$ cat src/rtl/axi_line_refill.sv
// Cache line refill engine: one AXI INCR burst per miss, line returned whole.
// Ports: miss_* in, refill_* out, bus_req/bus_grnt arbiter, AR/R AXI channels.
module axi_line_refill #(
  parameter int         LINE_WORDS = 8,
  parameter logic [3:0] ID         = 4'd0
) (
  input  logic                     clk,
  input  logic                     rst_n,
  input  logic                     miss_valid,
  input  logic [31:0]              miss_addr,
  output logic                     miss_ready,
  output logic                     refill_valid,
  output logic [32*LINE_WORDS-1:0] refill_data,
  output logic                     refill_err,
  output logic                     bus_req,
  input  logic                     bus_grnt,
  output logic [3:0]               arid,
  output logic [31:0]              araddr,
  output logic [3:0]               arlen,
  output logic [2:0]               arsize,
  output logic [1:0]               arburst,
  output logic [1:0]               arlock,
  output logic [3:0]               arcache,
  output logic [2:0]               arprot,
  output logic                     arvalid,
  input  logic                     arready,
  input  logic [3:0]               rid,
  input  logic [31:0]              rdata,
  input  logic [1:0]               rresp,
  input  logic                     rlast,
  input  logic                     rvalid,
  output logic                     rready
);

  localparam int          CW    = $clog2(LINE_WORDS);
  localparam logic [CW-1:0] LAST = CW'(LINE_WORDS - 1);
  localparam logic [31:0] OMASK = 32'(LINE_WORDS * 4 - 1);

  typedef enum logic [2:0] {
    IDLE, REQ, ADDR, DATA, DONE
  } state_e;

  state_e state_q, state_d;

  logic [LINE_WORDS-1:0][31:0] line_q;
  logic [31:0]   addr_q;
  logic [CW-1:0] idx_q;
  logic          full_q;
  logic          err_q;
  logic          accept;
  logic          beat;

  assign accept = (state_q == IDLE) && miss_valid;
  assign beat   = (state_q == DATA) && rvalid;

  always_comb begin
    state_d      = state_q;
    miss_ready   = 1'b0;
    bus_req      = 1'b0;
    arvalid      = 1'b0;
    rready       = 1'b0;
    refill_valid = 1'b0;
    unique case (state_q)
      IDLE: begin
        miss_ready = 1'b1;
        if (miss_valid) state_d = REQ;
      end
      REQ: begin
        bus_req = 1'b1;
        if (bus_grnt) state_d = ADDR;
      end
      ADDR: begin
        bus_req = 1'b1;
        arvalid = 1'b1;
        if (arready) state_d = DATA;
      end
      DATA: begin
        bus_req = 1'b1;
        rready  = 1'b1;
        if (rvalid && rlast) state_d = DONE;
      end
      DONE: begin
        refill_valid = 1'b1;
        state_d      = IDLE;
      end
      default: state_d = IDLE;
    endcase
  end

  always_ff @(posedge clk or negedge rst_n) begin
    if (!rst_n) state_q <= IDLE;
    else        state_q <= state_d;
  end

  // full_q marks that every word slot has been written; later beats
  // are overruns and only raise the error flag.
  always_ff @(posedge clk or negedge rst_n) begin
    if (!rst_n) begin
      line_q <= '0;
      addr_q <= '0;
      idx_q  <= '0;
      full_q <= 1'b0;
      err_q  <= 1'b0;
    end else if (accept) begin
      addr_q <= miss_addr & ~OMASK;
      idx_q  <= '0;
      full_q <= 1'b0;
      err_q  <= 1'b0;
    end else if (beat) begin
      if (rresp != 2'b00 || rid != ID) err_q <= 1'b1;
      if (full_q) begin
        err_q <= 1'b1;
      end else begin
        line_q[idx_q] <= rdata;
        idx_q         <= idx_q + 1'b1;
        if (idx_q == LAST) full_q <= 1'b1;
      end
      if (rlast && !full_q && idx_q != LAST) err_q <= 1'b1;
    end
  end

  assign refill_data = line_q;
  assign refill_err  = err_q;
  assign arid        = ID;
  assign araddr      = addr_q;
  assign arlen       = 4'(LINE_WORDS - 1);
  assign arsize      = 3'b010;
  assign arburst     = 2'b01;
  assign arlock      = 2'b00;
  assign arcache     = 4'b0000;
  assign arprot      = 3'b000;

endmodule

$ cat config.mk
export PLATFORM = sky130hd
export DESIGN_NAME = axi_line_refill
export DESIGN_NICKNAME = d
export VERILOG_FILES = /design/src/rtl/axi_line_refill.sv
export SDC_FILE = /design/constraint.sdc
export NUM_CORES = 1
export LEC_CHECK = 0
export ABC_CLOCK_PERIOD_IN_PS = 1880
export CAP_MARGIN = 20
export CORE_ASPECT_RATIO = 0.75
export CORE_MARGIN = 4
export CORE_UTILIZATION = 25
export CTS_BUF_LIST = sky130_fd_sc_hd__clkbuf_16
export DETAILED_ROUTE_END_ITERATION = 10
export GPL_TIMING_DRIVEN = 0
export PLACE_DENSITY_LB_ADDON = 0.1
export SLEW_MARGIN = 20
export SYNTH_ARGS = -nofsm -noshare
export SYNTH_HDL_FRONTEND = slang
export SYNTH_SLANG_ARGS = --single-unit
$ cat constraint.sdc
create_clock -name clk -period 1.88 [get_ports clk]
set_input_delay 0.282 -clock clk [delete_from_list [all_inputs] [get_ports clk]]
set_output_delay 0.282 -clock clk [all_outputs]
set_load 0.03 [all_outputs]
==> results.sh, run 1 <==
export IMPL_switching_share_pct=40.3
export IMPL_rsz0062_at_grt="true"
export IMPL_h_tree_depth=1
export IMPL_synth_warnings=0
export IMPL_placementRows=66
export IMPL_setup_viol=0
export IMPL_worst_pin_slew_ns=0.688
export IMPL_grt_pass1_vias=7650
export IMPL_grt_pass1_wl_um=51100
export IMPL_root_buffer="clkbuf_16"
export IMPL_p_clk_share_pct=21.6
export IMPL_io_pin_count=393
export IMPL_fin_skew_ns=0.0108
export IMPL_dieHeight_um=191
export IMPL_numCtsBuffers=31
export IMPL_dp_cells=1651
export IMPL_finalHoldViolations=0
export IMPL_syn_to_final_growth_pct=50.8
export IMPL_drt_iter0_drc=174
export IMPL_die_area_um2=48200
export IMPL_synth_area_um2=11200
export IMPL_clock_path_buffers=3
export IMPL_nets=1207
export IMPL_dp_hpwl_um=24200
export IMPL_end_kind="flip-flop"
export IMPL_path_max_fanout=10
export IMPL_path_delay_family="simple AND/OR/NAND/NOR gates"
export IMPL_slew_headroom_pct=54.1
export IMPL_tns_ns=0
export IMPL_routed_wl_um=35300
export IMPL_dpl_cell_area_um2=15700
export IMPL_port_buffers=360
export IMPL_crit_path_max_incr_delay_ns=0.59
export IMPL_design_area_um2=16900
export IMPL_crit_required_ns=2.32
export IMPL_via_per_inst=4.18
export IMPL_antenna_found_initial=0
export IMPL_synthFlopType="dfrtp_1"
export IMPL_synth_commonest_cells="dfrtp_1, mux2_2, buf_4"
export IMPL_p_leak_nw=8.87
export IMPL_pwr_share_comb_pct=43.6
export IMPL_drcViolationCount=0
export IMPL_outcome="finished, final reports clean"
export IMPL_grt_overflow_total=0
export IMPL_pwr_density_cell_nw_per_um2=1630
export IMPL_drt_wirelength_per_cell_um=20.4
export IMPL_power_mw=27.5
export IMPL_max_cap_viol_count=0
export IMPL_grt_max_degree=85
export IMPL_n_antenna_cell=0
export IMPL_critPathSlowestCell="or4_4"
export IMPL_netSwitchingPower_mw=11.1
export IMPL_gp_congestion=0.696
export IMPL_utilization_pct=38.5
export IMPL_synth_seq_cells=291
export IMPL_final_cells=1729
export IMPL_seqPwrFrac_pct=34.9
export IMPL_ys_top_cells_by_area="dfrtp_1, mux2_2, buf_4, buf_2, mux2_1"
export IMPL_cts_sinks=291
export IMPL_avgSynthCellArea_um2=16.3
export IMPL_drive_above_1_share_pct=36.8
export IMPL_insertion_delay_ns=0.57
export IMPL_worst_setup_path_type="reg -> reg"
export IMPL_power_internal_mw=16.4
export IMPL_seq_area_frac_synth_pct=65.1
export IMPL_synth_edf_count=0
export IMPL_num_vias=7228
export IMPL_drtPass1Iterations=4
export IMPL_netlist_area_leader_share_pct=65.1
export IMPL_path_cells="nand2b_4 -> or4_4 -> buf_12 -> mux2_1"
export IMPL_post_route_min_period_ns=1.84
export IMPL_synth_top_area_cell="dfrtp_1"
export IMPL_critPathLaunchType="flip-flop"
export IMPL_synth_most_common_cell="dfrtp_1"
export IMPL_cp_num_buf_inv=1
export IMPL_grt_usage_pct=13.9
export IMPL_synth_cells=685
export IMPL_start_util_pct=25.5
export IMPL_ir_worst_vdd_mv=0.891
export IMPL_hold_path_class="in -> async"
export IMPL_ant_nets=0
export IMPL_clkTransAtPathRegs_ns=0.06
export IMPL_period_share_pct=98.0
export IMPL_synth_async_reset_ratio_pct=100
export IMPL_finalMaxSlewViolations=0
export IMPL_r2r_slack_ns=0.04
export IMPL_arrival_ns=2.29
export IMPL_tritoncts="built"
export IMPL_die_width_um=252
export IMPL_ys_types=30
export IMPL_core_area_um2=43800
export IMPL_fmax_ghz=0.543
[worst reg2reg max path: cells and delay by family, from the launching register on]
kind                   cells  cell delay (ns)
multiplexers               1             0.32
AND/OR/NAND/NOR            2             0.76
flip-flops                 1             0.44
buffers and inverters      1             0.21
[placed cells by master, fill, tap and decap left out, types with 2 or more instances in the layout]
| cell | count |
|---|---|
| buf_12 | 9 |
| clkinv_2 | 6 |
| dfrtp_1 | 287 |
| mux2_4 | 4 |
| clkinv_1 | 8 |
| buf_2 | 3 |
| buf_4 | 48 |
| mux2_2 | 273 |
| mux2_1 | 8 |
| nand3b_1 | 2 |
| nor2b_1 | 3 |
| nor3_4 | 2 |
| nor2_1 | 7 |
| clkbuf_4 | 4 |
| dlygate4sd2_1 | 284 |
| buf_8 | 2 |
| clkdlybuf4s50_1 | 70 |
| conb_1 | 27 |
| bufinv_16 | 3 |
| buf_16 | 3 |
| clkbuf_16 | 34 |
| a21oi_1 | 3 |
| nand4_1 | 2 |
| ha_1 | 2 |
| nand2_1 | 3 |
| a211oi_1 | 2 |
| inv_1 | 8 |
| buf_6 | 17 |
| dfrtp_2 | 4 |
| nor3_1 | 3 |
[logic make-up (layout without fill, tap and decap cells)]
kind of cell / after synthesis / after routing / synth area share, %
flops: 291 / 291 / 65.1
mux: 286 / 286 / 28.8
simple gates: 37 / 37 / 1.99
other cells: 2 / 27 / 0.0672
buf+inv: 61 / 502 / 3.49
compound gates: 6 / 6 / 0.313
fa+ha+maj: 2 / 2 / 0.224
[cell type report]
type,instances,area [µm²]
clock inverters,25,190
multi-input cells,358,3720
clock buffers,31,776
plain buffers,57,601
flip-flops and latches,291,7290
fillers,4305,26900
well taps,578,723
repair buffers,387,3560
inverters,2,7.51
[routing by layer]
metal / wire [µm] / share of wire [%] / GRT usage [%]
met5: 0 / 0 / 0
met4: 791 / 2.2 / 3.05
met3: 2590 / 7.3 / 5.06
met2: 16800 / 48 / 22.5
met1: 15100 / 43 / 17.9
[flip-flops by register name (all words and copies together), names as in the netlist]
| register | count |
|---|---|
| refill_data | 256 |
| refill_err | 1 |
| full_q | 1 |
| state_q | 3 |
| idx_q | 3 |
| araddr | 27 |
[metrics by stage]
step / setup WS [ns] / hold slack [ns]
global placement: -13.19 / 0.475
finish: 0.0370 / 0.303
CTS: -0.00752 / 0.271
detailed placement: -0.989 / 0.345
floorplan: 0.0895 / -0.0136
global route: -0.0319 / 0.292
[power groups by stage]
stage / Clock, mW / Sequential [mW] / Combinational [mW]
floorplan: 0 / 14.1 / 2.84
global placement: 0 / 9.73 / 13.3
detailed placement: 0 / 9.77 / 13.4
CTS: 6.20 / 9.60 / 12.0
global route: 6.42 / 9.88 / 12.6
finish: 5.93 / 9.58 / 12.0
[what timing repair did]
item | 4_1_cts | 5_1_grt
gates cloned | 0 | 4
hold endpoints to repair | 82 | 0
hold buffers | 1 | 0
resized for setup | 373 | 41
pin swaps | 4 | 3
endpoints found under the setup margin | 567 | 245
setup buffers | 12 | 7
[final timing paths]
check / cells past startpoint / start / to
setup / recovery: 4 / full_q / refill_data[98]
setup reg to reg: 4 / full_q / refill_data[98]
hold / removal: 2 / rst_n / araddr[18]
min in group clk: 2 / miss_addr[15] / araddr[15]
max in group asynchronous: 4 / rst_n / refill_data[62]
hold reg to reg: 1 / refill_data[71] / refill_data[71]
Note: power is estimated with default switching activity, not from simulation.
==> run 2: changes to the inputs <==
--- a/config.mk
+++ b/config.mk
@@ -5,7 +5,7 @@
 export SDC_FILE = /design/constraint.sdc
 export NUM_CORES = 1
 export LEC_CHECK = 0
-export ABC_CLOCK_PERIOD_IN_PS = 1880
+export ABC_CLOCK_PERIOD_IN_PS = 2000
 export CAP_MARGIN = 20
 export CORE_ASPECT_RATIO = 0.75
 export CORE_MARGIN = 4
==> constraint.sdc (replaced) <==
create_clock -name clk -period 2 [get_ports clk]
set_input_delay 0.3 -clock clk [delete_from_list [all_inputs] [get_ports clk]]
set_output_delay 0.3 -clock clk [all_outputs]
set_load 0.03 [all_outputs]
==> run 2 against run 1 <==
Critical path depth down 3. Setup slack got worse by 0.0064 ns. Hold slack better by 0.025 ns. Combinational power rose by 4%. Cell count down 0.58%. Final area rose by 0.59%. Sequential power is 5.2% lower. Clock power down 5.9%. Register-to-register slack better by 0.04 ns.
==> results.sh, run 2 (same netlist as run 1, synthesis figures left out) <==
export IMPL_period_share_pct=98.5
export IMPL_drtPass1Iterations=4
export IMPL_drive_above_1_share_pct=35.3
export IMPL_dp_slack_ns=-0.887
export IMPL_grt_max_degree=85
export IMPL_clkTransAtPathRegs_ns=0.06
export IMPL_seqPwrFrac_pct=33.4
export IMPL_p_leak_nw=8.04
export IMPL_path_cells="clkdlybuf4s50_1"
export IMPL_grt_pass1_wl_um=51100
export IMPL_dp_cells=1651
export IMPL_die_width_um=252
export IMPL_path_delay_family="buffers and inverters"
export IMPL_via_per_inst=4.16
export IMPL_drt_wirelength_per_cell_um=20.3
export IMPL_critPathLaunchType="flip-flop"
export IMPL_pwr_share_comb_pct=46.0
export IMPL_critPathSlowestCell="clkdlybuf4s50_1"
export IMPL_post_route_min_period_ns=1.97
export IMPL_fmax_ghz=0.508
export IMPL_dieHeight_um=191
export IMPL_setup_ws_ns=0.0306
export IMPL_clock_path_buffers=3
export IMPL_netSwitchingPower_mw=10.4
export IMPL_finalHoldViolations=0
export IMPL_final_cells=1719
export IMPL_outcome="finished, final reports clean"
export IMPL_placementRows=66
export IMPL_cts_sinks=291
export IMPL_hold_path_class="in -> async"
export IMPL_root_buffer="clkbuf_16"
export IMPL_final_cell_mix="clkdlybuf4s50_1, dfrtp_1, mux2_2"
export IMPL_drt_iter0_drc=177
export IMPL_ir_worst_vdd_mv=0.866
export IMPL_nets=1197
export IMPL_h_tree_depth=1
export IMPL_drcViolationCount=0
export IMPL_gp_congestion=0.696
export IMPL_syn_to_final_growth_pct=51.7
export IMPL_dp_hpwl_um=24200
export IMPL_r2r_cells=5
export IMPL_r2r_slack_ns=0.08
export IMPL_n_antenna_cell=0
export IMPL_p_clk_share_pct=20.6
export IMPL_insertion_delay_ns=0.57
export IMPL_finalMaxSlewViolations=0
export IMPL_num_vias=7158
export IMPL_tns_ns=0
export IMPL_worst_pin_slew_ns=0.686
export IMPL_path_max_fanout=2
export IMPL_power_internal_mw=16.7
export IMPL_arrival_ns=1.67
export IMPL_core_area_um2=43800
export IMPL_utilization_pct=38.8
export IMPL_hold_ws_ns=0.328
export IMPL_max_cap_viol_count=0
export IMPL_start_util_pct=25.5
export IMPL_numCtsBuffers=31
export IMPL_switching_share_pct=38.5
export IMPL_cp_num_buf_inv=1
export IMPL_critical_path_depth=1
export IMPL_crit_path_max_incr_delay_ns=0.75
export IMPL_end_kind="output port"
export IMPL_fin_skew_ns=0.0121
export IMPL_dpl_cell_area_um2=15700
export IMPL_power_mw=27.1
export IMPL_rsz0062_at_grt="true"
export IMPL_routed_wl_um=34800
export IMPL_grt_pass1_vias=7671
export IMPL_slew_headroom_pct=54.3
export IMPL_r2r_end="refill_data[197]"
export IMPL_layout_cells_most_common="clkdlybuf4s50_1"
export IMPL_worst_setup_path_type="reg -> out"
export IMPL_port_buffers=360
export IMPL_die_area_um2=48200
export IMPL_pwr_density_cell_nw_per_um2=1600
export IMPL_antenna_found_initial=0
export IMPL_reg2reg_from="full_q"
export IMPL_setup_viol=0
export IMPL_grt_overflow_total=0
export IMPL_grt_usage_pct=13.9
export IMPL_io_pin_count=393
export IMPL_ant_nets=0
export IMPL_tritoncts="built"
export IMPL_largest_reg_flops=256
export IMPL_design_area_um2=17000
export IMPL_crit_required_ns=1.70
==> run 2: worst register-to-register path, delay by kind of cell, from the launching register on <==
kind | cells | cell delay [ns]
and+or+nand+nor | 2 | 0.53
DFF | 1 | 0.45
buffers and inverters | 2 | 0.45
muxes | 1 | 0.37
==> run 2: what timing repair did <==
item,CTS,global route
gates resized for setup,63,45
hold endpoints to repair,82,0
hold buffers,1,0
buffers inserted,13,0
endpoints found under the setup margin,266,219
pin swaps,3,0
==> run 2: worst max path at each step <==
| stage | startpoint | endpoint |
|---|---|---|
| floorplan | state_q[1] | araddr[13] |
| global placement | rst_n | refill_data[123] |
| detailed placement | rvalid | refill_data[241] |
| CTS | refill_data[76] | refill_data[76] |
| global route | state_q[2] | refill_data[46] |
| finish | refill_data[107] | refill_data[107] |
==> run 2: cell type report <==
| cell class | count | area, µm² |
|---|---|---|
| Inverter | 2 | 7.51 |
| Clock buffer | 31 | 776 |
| Fill cell | 4212 | 26800 |
| Clock inverter | 25 | 190 |
| Multi-Input combinational cell | 358 | 3660 |
| Sequential cell | 291 | 7280 |
| Timing Repair Buffer | 377 | 3820 |
| Buffer | 57 | 500 |
| Tap cell | 578 | 723 |
==> run 2: metal layers <==
metal	vias up	GRT usage [%]	share of wire, %
li1	3244	-	-
met1	3680	17.9	44
met2	182	22.5	47
met3	52	5.07	7.3
met4	0	3.18	2.4
met5	-	0	0
==> run 2: power by group through the flow <==
stage	Sequential, mW	Clock [mW]	Combinational [mW]
floorplan	13.3	0	2.67
finish	9.08	5.58	12.5
global placement	9.15	0	12.5
detailed placement	9.18	0	12.6
global route	9.36	6.03	13.1
CTS	9.10	5.83	12.7
==> run 3: changes to the inputs <==
--- a/config.mk
+++ b/config.mk
@@ -11,6 +11,7 @@
 export CORE_MARGIN = 4
 export CORE_UTILIZATION = 25
 export CTS_BUF_LIST = sky130_fd_sc_hd__clkbuf_16
+export CTS_CLUSTER_DIAMETER = 50
 export DETAILED_ROUTE_END_ITERATION = 10
 export GPL_TIMING_DRIVEN = 0
 export PLACE_DENSITY_LB_ADDON = 0.1
==> run 3 against run 2 <==
Core utilization grew 0.40 points. Power grew 2.6%. Hold slack gained 0.048 ns. Clock power grew 11%. Clock-buffer cell count grew 5. Global-route usage is essentially flat. First-iteration DRC count shrank 4.5%. Die area is the same. Register-to-register slack is essentially flat. Largest power group unchanged. Critical path type unchanged. Routed wire length shrank 0.41%. Clock skew grew 0.00059 ns.
==> results.sh, run 3 (same netlist as run 1, synthesis figures left out) <==
export IMPL_final_seq_area_um2=7280
export IMPL_ir_worst_vdd_mv=0.880
export IMPL_dp_hpwl_um=24200
export IMPL_crit_required_ns=1.70
export IMPL_clock_path_buffers=3
export IMPL_path_cells="clkdlybuf4s50_1"
export IMPL_path_delay_family="buffers and inverters"
export IMPL_grt_max_degree=85
export IMPL_num_vias=7183
export IMPL_fillCellCount=4186
export IMPL_largest_reg_flops=256
export IMPL_grt_overflow_total=0
export IMPL_gp_congestion=0.696
export IMPL_r2r_slack_ns=0.09
export IMPL_pwr_density_cell_nw_per_um2=1620
export IMPL_layout_cells_most_common="clkdlybuf4s50_1"
export IMPL_critical_path_depth=1
export IMPL_setup_viol=0
export IMPL_routed_wl_um=34700
export IMPL_port_buffers=360
export IMPL_tritoncts="built"
export IMPL_grt_pass1_wl_um=51000
export IMPL_arrival_ns=1.62
export IMPL_worst_pin_slew_ns=0.690
export IMPL_hold_path_class="in -> async"
export IMPL_finalMaxSlewViolations=0
export IMPL_grt_usage_pct=13.9
export IMPL_cts_sinks=291
export IMPL_post_route_min_period_ns=1.92
export IMPL_p_leak_nw=7.83
export IMPL_critPathSlowestCell="clkdlybuf4s50_1"
export IMPL_outcome="finished, final reports clean"
export IMPL_r2r_cells=7
export IMPL_core_area_um2=43800
export IMPL_cp_num_buf_inv=1
export IMPL_reg2reg_from="state_q[1]"
export IMPL_worst_setup_path_type="reg -> out"
export IMPL_antenna_found_initial=0
export IMPL_setup_ws_ns=0.0832
export IMPL_end_kind="output port"
export IMPL_die_width_um=252
export IMPL_clkTransAtPathRegs_ns=0.06
export IMPL_die_area_um2=48200
export IMPL_n_antenna_cell=0
export IMPL_dieHeight_um=191
export IMPL_dp_cells=1651
export IMPL_slew_headroom_pct=54.0
export IMPL_final_cells=1723
export IMPL_period_share_pct=95.8
export IMPL_dpl_cell_area_um2=15700
export IMPL_power_mw=27.8
export IMPL_drt_wirelength_per_cell_um=20.1
export IMPL_final_cell_mix="clkdlybuf4s50_1, dfrtp_1, mux2_2"
export IMPL_via_per_inst=4.17
export IMPL_root_buffer="clkbuf_16"
export IMPL_start_util_pct=25.5
export IMPL_ant_nets=0
export IMPL_rsz0062_at_grt="true"
export IMPL_dp_slack_ns=-0.887
export IMPL_nets=1200
export IMPL_placementRows=66
export IMPL_design_area_um2=17100
export IMPL_max_cap_viol_count=0
export IMPL_fin_skew_ns=0.0127
export IMPL_grt_pass1_vias=7712
export IMPL_crit_path_max_incr_delay_ns=0.74
export IMPL_syn_to_final_growth_pct=53.3
export IMPL_numCtsBuffers=35
export IMPL_multi_input_area_um2=3680
export IMPL_finalHoldViolations=0
export IMPL_fmax_ghz=0.522
export IMPL_h_tree_depth=2
export IMPL_drive_above_1_share_pct=35.8
export IMPL_insertion_delay_ns=0.52
export IMPL_drt_iter0_drc=169
export IMPL_r2r_end="refill_data[184]"
export IMPL_drtPass1Iterations=4
export IMPL_io_pin_count=393
export IMPL_critPathLaunchType="flip-flop"
export IMPL_path_max_fanout=2
export IMPL_drcViolationCount=0
export IMPL_hold_ws_ns=0.376
==> run 3: how the worst max path moves through the flow <==
stage                     start                to  slack [ns]
3_5_place_dp             rvalid  refill_data[241]       -0.89
4_1_cts              state_q[1]  refill_data[161]       0.007
3_3_place_gp              rst_n  refill_data[123]      -13.08
2_1_floorplan        state_q[1]        araddr[13]        0.21
5_1_grt              state_q[1]  refill_data[184]       -0.01
6_report       refill_data[127]  refill_data[127]        0.08
==> run 3: routing by layer <==
layer	share of wire, %	global-route usage, %	vias up
met5	0	0	-
met4	2.3	3.54	0
met3	7.6	5.37	50
met2	47	22.6	191
met1	43	17.6	3681
li1	-	-	3261
==> run 3: timing repair <==
item | CTS | global route
setup buffers | 8 | 3
gates resized for setup | 52 | 37
hold buffers | 1 | 0
setup endpoints to repair | 258 | 224
pin swaps | 3 | 2
hold endpoints to repair | 82 | 0
==> run 3: where the power goes <==
| part | internal [mW] | switching (mW) |
|---|---|---|
| logic | 5.57 | 6.98 |
| registers | 8.02 | 1.07 |
| clock network | 3.67 | 2.53 |
| total | 17.3 | 10.6 |
==> run 3: final cells by class <==
| class | count | area share [%] |
|---|---|---|
| Clock inverter | 25 | 1.27 |
| Buffer | 58 | 3.07 |
| Tap cell | 578 | 4.22 |
| Multi-Input combinational cell | 358 | 21.5 |
| Clock buffer | 36 | 5.26 |
| Sequential cell | 291 | 42.5 |
| Timing Repair Buffer | 375 | 22.2 |
| Inverter | 2 | 0.0438 |
==> run 3: metrics by stage <==
stage / utilization, % / setup TNS (ns)
after CTS: 38.8 / 0
after global placement: 35.6 / -3936.83
after detailed placement: 35.8 / -144.76
after global routing: 39.2 / -0.0478
final: 39.2 / 0
after floorplan: - / 0
